### src/rtl/bf_pkg.sv
// Shared Brainfuck definitions: opcode byte values and the program-memory load FSM states.
package bf_pkg;

   localparam logic [7:0] OP_INC   = 8'h2B;
   localparam logic [7:0] OP_DEC   = 8'h2D;
   localparam logic [7:0] OP_RIGHT = 8'h3E;
   localparam logic [7:0] OP_LEFT  = 8'h3C;
   localparam logic [7:0] OP_OUT   = 8'h2E;
   localparam logic [7:0] OP_IN    = 8'h2C;
   localparam logic [7:0] OP_LOOP  = 8'h5B;
   localparam logic [7:0] OP_END   = 8'h5D;
   localparam logic [7:0] OP_HALT  = 8'h00;

   typedef enum logic [1:0] {
      IDLE = 2'd0,
      LOAD = 2'd1,
      DONE = 2'd2
   } state_t;

endpackage

### src/rtl/bf_prog_ram.sv
// DEPTH x 8 program store: one synchronous write port, one synchronous read port.
module bf_prog_ram #(
   parameter int ADDR_W = 8
) (
   input  logic              clk,
   input  logic              we,
   input  logic [ADDR_W-1:0] waddr,
   input  logic [7:0]        wdata,
   input  logic [ADDR_W-1:0] raddr,
   output logic [7:0]        rdata
);

   localparam int DEPTH = 1 << ADDR_W;

   logic [7:0] mem [DEPTH];
   logic [7:0] rdata_q;

   always_ff @(posedge clk) begin
      if (we) begin
         mem[waddr] <= wdata;
      end
      rdata_q <= mem[raddr];
   end

   assign rdata = rdata_q;

endmodule

### src/rtl/bf_prog_mem.sv
// Loadable Brainfuck program memory: valid/ready byte loader, 1-cycle fetch port.
// Optional bracket-balance checker built when BF_BRACKET_CHECK_EN is defined.
module bf_prog_mem
   import bf_pkg::*;
#(
   parameter int ADDR_W = 8
) (
   input  logic              clk,
   input  logic              reset,
   input  logic              load_start,
   input  logic [7:0]        load_data,
   input  logic              load_valid,
   output logic              load_ready,
   output logic              load_done,
   output logic              load_ovf,
   output logic              busy,
   output logic [ADDR_W-1:0] prog_len,
   input  logic [ADDR_W-1:0] addrIn,
   output logic [7:0]        dataOut,
   output logic              bracket_err
);

   localparam logic [ADDR_W-1:0] LAST_ADDR = '1;

   state_t            state_q, state_d;
   logic [ADDR_W-1:0] wptr_q, wptr_d;
   logic [ADDR_W-1:0] prog_len_q, prog_len_d;
   logic              ovf_q, ovf_d;
   logic              done_q, done_d;
   logic              fetch_ok_q, fetch_ok_d;

   logic              accept;
   logic              at_last;
   logic [7:0]        eff_byte;
   logic              we;
   logic [7:0]        ram_rdata;

   // A start pulse in LOAD wins over any byte presented that cycle.
   assign accept   = (state_q == LOAD) && load_valid && !load_start;
   assign at_last  = (wptr_q == LAST_ADDR);
   assign eff_byte = at_last ? OP_HALT : load_data;

   always_comb begin
      state_d    = state_q;
      wptr_d     = wptr_q;
      prog_len_d = prog_len_q;
      ovf_d      = ovf_q;
      done_d     = 1'b0;
      we         = 1'b0;
      if (load_start) begin
         state_d    = LOAD;
         wptr_d     = '0;
         prog_len_d = '0;
         ovf_d      = 1'b0;
      end else if (accept) begin
         we     = 1'b1;
         wptr_d = wptr_q + 1'b1;
         if (eff_byte != OP_HALT) begin
            prog_len_d = prog_len_q + 1'b1;
         end else begin
            state_d = DONE;
            done_d  = 1'b1;
            ovf_d   = at_last && (load_data != OP_HALT);
         end
      end
      fetch_ok_d = (state_q == DONE) && (addrIn < prog_len_q);
   end

   always_ff @(posedge clk) begin
      if (reset) begin
         state_q    <= IDLE;
         wptr_q     <= '0;
         prog_len_q <= '0;
         ovf_q      <= 1'b0;
         done_q     <= 1'b0;
         fetch_ok_q <= 1'b0;
      end else begin
         state_q    <= state_d;
         wptr_q     <= wptr_d;
         prog_len_q <= prog_len_d;
         ovf_q      <= ovf_d;
         done_q     <= done_d;
         fetch_ok_q <= fetch_ok_d;
      end
   end

   bf_prog_ram #(
      .ADDR_W(ADDR_W)
   ) u_ram (
      .clk  (clk),
      .we   (we),
      .waddr(wptr_q),
      .wdata(eff_byte),
      .raddr(addrIn),
      .rdata(ram_rdata)
   );

`ifdef BF_BRACKET_CHECK_EN
   logic [ADDR_W-1:0] depth_q, depth_d;
   logic              berr_q, berr_d;

   always_comb begin
      depth_d = depth_q;
      berr_d  = berr_q;
      if (load_start) begin
         depth_d = '0;
         berr_d  = 1'b0;
      end else if (accept) begin
         if (eff_byte == OP_LOOP) begin
            depth_d = depth_q + 1'b1;
         end else if (eff_byte == OP_END) begin
            // An unmatched ']' flags the error but leaves depth pinned at zero.
            if (depth_q == '0) berr_d = 1'b1;
            else               depth_d = depth_q - 1'b1;
         end else if ((eff_byte == OP_HALT) && (depth_q != '0)) begin
            berr_d = 1'b1;
         end
      end
   end

   always_ff @(posedge clk) begin
      if (reset) begin
         depth_q <= '0;
         berr_q  <= 1'b0;
      end else begin
         depth_q <= depth_d;
         berr_q  <= berr_d;
      end
   end

   assign bracket_err = berr_q;
`else
   assign bracket_err = 1'b0;
`endif

   assign load_ready = (state_q == LOAD);
   assign busy       = (state_q == LOAD);
   assign load_done  = done_q;
   assign load_ovf   = ovf_q;
   assign prog_len   = prog_len_q;
   assign dataOut    = fetch_ok_q ? ram_rdata : OP_HALT;

endmodule

### config.mk
export PLATFORM = sky130hd
export DESIGN_NAME = bf_prog_mem
export DESIGN_NICKNAME = d
export VERILOG_FILES = /design/src/rtl/bf_pkg.sv /design/src/rtl/bf_prog_ram.sv /design/src/rtl/bf_prog_mem.sv
export SDC_FILE = /design/constraint.sdc
export NUM_CORES = 2
export LEC_CHECK = 0
export ABC_AREA = 1
export ABC_CLOCK_PERIOD_IN_PS = 25500
export CAP_MARGIN = 20
export CORE_ASPECT_RATIO = 0.6
export CORE_MARGIN = 1
export CORE_UTILIZATION = 55
export DETAILED_ROUTE_END_ITERATION = 8
export PLACE_DENSITY = 0.74
export SYNTH_ARGS = -nofsm -noshare
export SYNTH_HDL_FRONTEND = slang
export SYNTH_SLANG_ARGS = --single-unit
### constraint.sdc
create_clock -name clk -period 25.5 [get_ports clk]
set_input_delay 5.1 -clock clk [delete_from_list [all_inputs] [get_ports clk]]
set_output_delay 5.1 -clock clk [all_outputs]
set_load 0.01 [all_outputs]
# Word-level counts from Yosys, hierarchy flattened
# Memories as Yosys holds them, arrays and structs flattened. A register that Yosys moved wholly into a read port is not among the register bits.
# Index checks and enable logic that the tools add are counted.
classes:
  magnitude_cmp: 1
  reduce_logical: 13
  bitwise_logic: 2
  n_eq_ne: 4
  addsub: 2
  muxes: 10
op_table:
  columns: ["op", "count"]
  rows:
  - ["8-bit by 1-bit adder with 8-bit output (second input constant)", 2]
  - ["8-bit 2-to-1 mux", 2]
  - ["8-bit nonzero test", 2]
  - ["8-bit equality test (second input constant)", 1]
  - ["8-bit less-than comparator", 1]
  - ["1-bit 2-to-1 mux", 8]
  - ["2-bit AND reduction", 3]
  - ["1-bit logical AND", 4]
  - ["3-bit OR reduction", 1]
  - ["2-bit by 1-bit equality test with 1-bit output (second input constant)", 1]
  - ["2-bit equality test (second input constant)", 1]
  - ["2-bit != test (second input constant)", 1]
  - ["1-bit NOT", 2]
  - ["2-bit nonzero test", 1]
  - ["2-bit OR reduction", 1]
  - ["1-bit logical NOT", 1]
totals:
  ff_bits: 21
  n_memories: 1
  ram_bits: 2048
  out_inout_bits: 21
  input_bits: 20
  word_cells: 40
mem_list:
  columns: ["memory", "depth", "width", "read_ports", "rd_clocked_by_memory_dff", "write_ports", "line_no", "text"]
  rows:
  - ["u_ram.mem", 256, 8, 1, 1, 1, "bf_prog_ram.sv:15", "logic [7:0] mem [DEPTH];"]

# Longest topological paths before layout
depth:
  depth_word: 7
  ltp_mapped: 15

# Cells and area by module
# A second synthesis with hierarchy kept.
unflattened:
  hier_cells: 7240
  area_unflattened_um2: 84867.6
modules_own_cells:
  columns: ["mod", "cells_each", "instances", "area_per_inst_um2"]
  rows:
  - ["bf_prog_ram", 7003, 1, 83396.2]
  - ["bf_prog_mem", 237, 1, 1471.4]

# Worst setup path before layout
# No wires, ideal clock.
synth_path:
  path_kind: "input -> register"
  from: "input port load_data[3]"
  to: "memory u_ram.mem[0][3] (data pin)"
  stages: 2
  path_slack_ns: 13.110
  path_buffers: 0
  required_time_ns: 24.111
  t_arrival_ns: 11.001
  path_cell_list: "inv_1 -> nor2_1"
synth_via:
  elab_chain_cells: 1
synth_rtl:
  columns: ["item", "line_no", "text"]
  rows:
  - ["start: declaration", "bf_prog_mem.sv:11", "input logic [7:0] load_data,"]
  - ["8-bit 2-to-1 mux", "bf_prog_mem.sv:41", "assign eff_byte = at_last ? OP_HALT : load_data;"]
  - ["net eff_byte[3]", "bf_prog_mem.sv:34", "logic [7:0] eff_byte;"]
  - ["end: declaration", "bf_prog_ram.sv:15", null]
# The timed path passes the listed nets, and every way through them passes these cells.

==> summary.md <==
| Metric | Value |
|---|---|
| Hold Fails Final Rpt | `0` |
| H-tree depth | `4` |
| Worst-Margin Slew | `1.47 ns` |
| Core Region | `roughly 150000 um2` |
| CP Launch Type | `primary input` |
| DP Cell Count | `between 8000 and 9000` |
| Antenna Nets Post-Route | `0` |
| Share of the synthesized area in the top cell type | `0.728` |
| Starting Density | `0.558` |
| GR Util met3 | `0.102` |
| Largest net degree at the start of global routing | `roughly 250` |
| Final estimated routing congestion in global placement | `0.931` |
| Most used DFF post-synth | `edfxtp_1` |
| Failing checks | `design-rule violations` |
| Clock Latency Late Sink | `between 0.8 and 0.9 ns` |
| CTS Buf Count | `172` |
| Average wire per standard cell | `roughly 25 um` |
| Crit path kind | `in2reg` |
| Count of different cell masters after synthesis | `33` |
| Lkg Pwr | `between 30 and 40 nW` |
| Max Cap Violations | `0` |
| Met1 global-route usage | `0.441` |
| Status | `finished, violations left` |
| Worst hold slack | `between 0.5 and 0.6 ns` |
| Initial DRC Count | `approximately 9600` |
| Final Max Slew Viols | `0` |
| Combinational power share | `0.060` |
| Fillers | `11452` |
| Nets | `roughly 7000` |
| Setup bufs post-CTS | `0` |
| Final non-filler cell total | `about 9100` |
| Number of I/O port buffers | `39` |
| Top-count cell post-synth | `nand2_1` |
| Worst Path Required | `between 20 and 30 ns` |
| Die X-Extent | `a little over 500 um` |
| Sequential area share after synthesis | `0.735` |
| Pwr Density | `between 70 and 80 nW/um2` |
| Post-CTS sizing | `0` |
| Remaining DRCs | `2` |
| Vert. Die Dim | `306 um` |
| Ports | `41` |
| GRT overflow | `0` |
| Total number of yosys warnings | `0` |
| Clock power share | `0.383` |
| Flop pwr share | `0.557` |
| Gr usage total | `0.293` |
| Peak VDD IR | `between 0.00007 and 0.00008 V` |
| Setup TNS | `0 ns` |
| P_sw | `between 0.0015 and 0.002 W` |
| GR peak layer | `met1` |
| Clock slew at reported path FFs | `~0.07 ns` |
| Mapped Avg Cell Area | `~12 um2` |
| Fmax | `100 MHz` |
| Fin crit share | `0.391` |
| Drt pass-1 iters | `8` |
| Rows | `110` |
| Tot Pwr | `0.00673 W` |
| Area of the multi-input gates | `between 15000 and 20000 um2` |
| CTS tree | `done` |
| Syn Std Cell Area | `around 84000 um2` |
| Setup violators final | `0` |
| Synth cell count leaders | `nand2_1, edfxtp_1, nand3_1` |
| Final WL | `between 200000 and 250000 um` |
| Synth Register Bits | `2077` |
| RSZ-0062 raised after global routing | `false` |
| Rel. slew slack | `0.0227` |
| Crit path time final | `around 10 ns` |
| Met2 GRT Util | `0.401` |
| HPWL after detailed placement | `126000 um` |
| FF/Latch Area | `62100 um2` |
| Largest area contributor in the netlist | `edfxtp_1` |
| Clk root buf | `clkbuf_16` |
| Crit path max fanout | `247` |
| Worst clock skew | `about 0.032 ns` |
| Post-synthesis async set-or-reset flop share | `0` |
| Sw Share | `0.228` |
| CP Data Arrival Time | `~11 ns` |
| Worst Setup End Kind | `flop` |
| Fraction of layout cells with a size suffix above 1 | `0.0498` |
| Vias | `56734` |
| Avg Vias per Cell | `around 6.2` |
| Global-route wire length before repair | `around 340000 um` |
| P_int | `~0.0052 W` |
| Clock Path Buffers | `3` |
| Worst Hold Class | `reg2reg` |
| CTS Hold Buffers Added | `0` |
| Synth area leaders | `edfxtp_1, nand3_1, nand2_1` |
| Number of global-route vias before repair | `about 52000` |
| Area Growth Syn to Fin | `7.79%` |
| Number of synthesized flops with an enable pin | `around 2000` |
| Clock Sinks | `between 2000 and 2500` |
| Initial antenna violation count | `10` |
| Cells after Synth | `just over 7000` |
| Die Footprint | `155000 um2` |
| Syn_nets | `between 7000 and 8000` |
-- cell usage in the layout (no fill, tap or decap), drive strengths merged --
cell type,count
nand3,2020
buf,77
a31oi,1
ha,12
o21ai,12
inv,61
a21oi,15
xor2,1
nor4,1
nor2,290
nand2,2149
clkinv,79
diode,1
dfxtp,29
clkbuf,215
clkdlybuf4s50,33
bufinv,7
nor3b,1
nor3,9
clkinvlp,5
a211oi,1
conb,1
a21o,1
o21a,1
xnor2,1
nand4,3
edfxtp,2048
-- power groups by stage --
stage          logic [W]  clock network [W]  registers, W
6_report        0.000407            0.00258       0.00375
3_3_place_gp    0.000383                  0       0.00383
5_1_grt         0.000432            0.00270       0.00375
2_1_floorplan   0.000248                  0       0.00384
4_1_cts         0.000392            0.00258       0.00375
3_5_place_dp    0.000389                  0       0.00383
-- critical path: stages --
cell and delay (ns):
buf_8 0.36, inv_16 0.50, buf_4 0.97, buf_4 0.83, buf_4 0.96, nand2_1 0.13
nand3_1 0.12, nand3_1 0.08, nand3_1 0.11, nand3_1 0.09, nand3_1 0.30, nand3_1 0.18
nand2_1 0.10, nand2_1 0.05, nand2_1 0.08
-- per-layer routing --
layer  vias to the layer above  wire, um
met4                         2      6490
met1                     27309     90400
met5                         -         9
li1                      24881         -
met2                      4104     95900
met3                       438     36200
-- sequential cells by signal, summed over array words and instances, names as in the netlist --
register / count
prog_len: 8
wptr_q: 8
load_ovf: 1
u_ram.rdata: 8
load_done: 1
u_ram.mem: 2048
state_q: 2
fetch_ok_q: 1
-- cell type report --
type,count,area share
timing repair buffer,110,0.0118
clock inverter,96,0.00734
clock buffer,215,0.0509
tap,2016,0.0277
antenna,1,0.0000275
multi-input combinational,4519,0.218
sequential,2077,0.682
inverter,56,0.00268
-- kinds of logic after synthesis --
group | share of synthesized area
AO/OA/AOI/OAI | 0.00194
XOR/XNOR | 0.000207
adder cells (fa/ha/maj) | 0.00178
buffers and inverters | 0.0316
flip-flops | 0.735
other | 0.0000444
AND/OR/NAND/NOR | 0.229
-- final timing paths --
check	startpoint	end	slack (ns)	cells after the start
max	addrIn[0]	u_ram.rdata[2]$_DFF_P_	15.54	15
min	load_ovf$_SDFFE_PP0P_	load_ovf$_SDFFE_PP0P_	0.51	2
max reg2reg	wptr_q[4]$_SDFFE_PP0N_	u_ram.mem[37][6]$_DFFE_PP_	20.25	8
min reg2reg	load_ovf$_SDFFE_PP0P_	load_ovf$_SDFFE_PP0P_	0.51	2
-- metrics by stage --
| stage | worst slack, ns | util | instance area (um2) |
|---|---|---|---|
| floorplan | 13.11 | - | 84500 |
| global placement | 15.23 | 0.566 | 85700 |
| detailed placement | 15.13 | 0.567 | 85700 |
| CTS | 15.95 | 0.602 | 91000 |
| global route | 15.40 | 0.602 | 91000 |
| finish | 15.54 | 0.602 | 91000 |
Power figures use the tool's default switching activity.
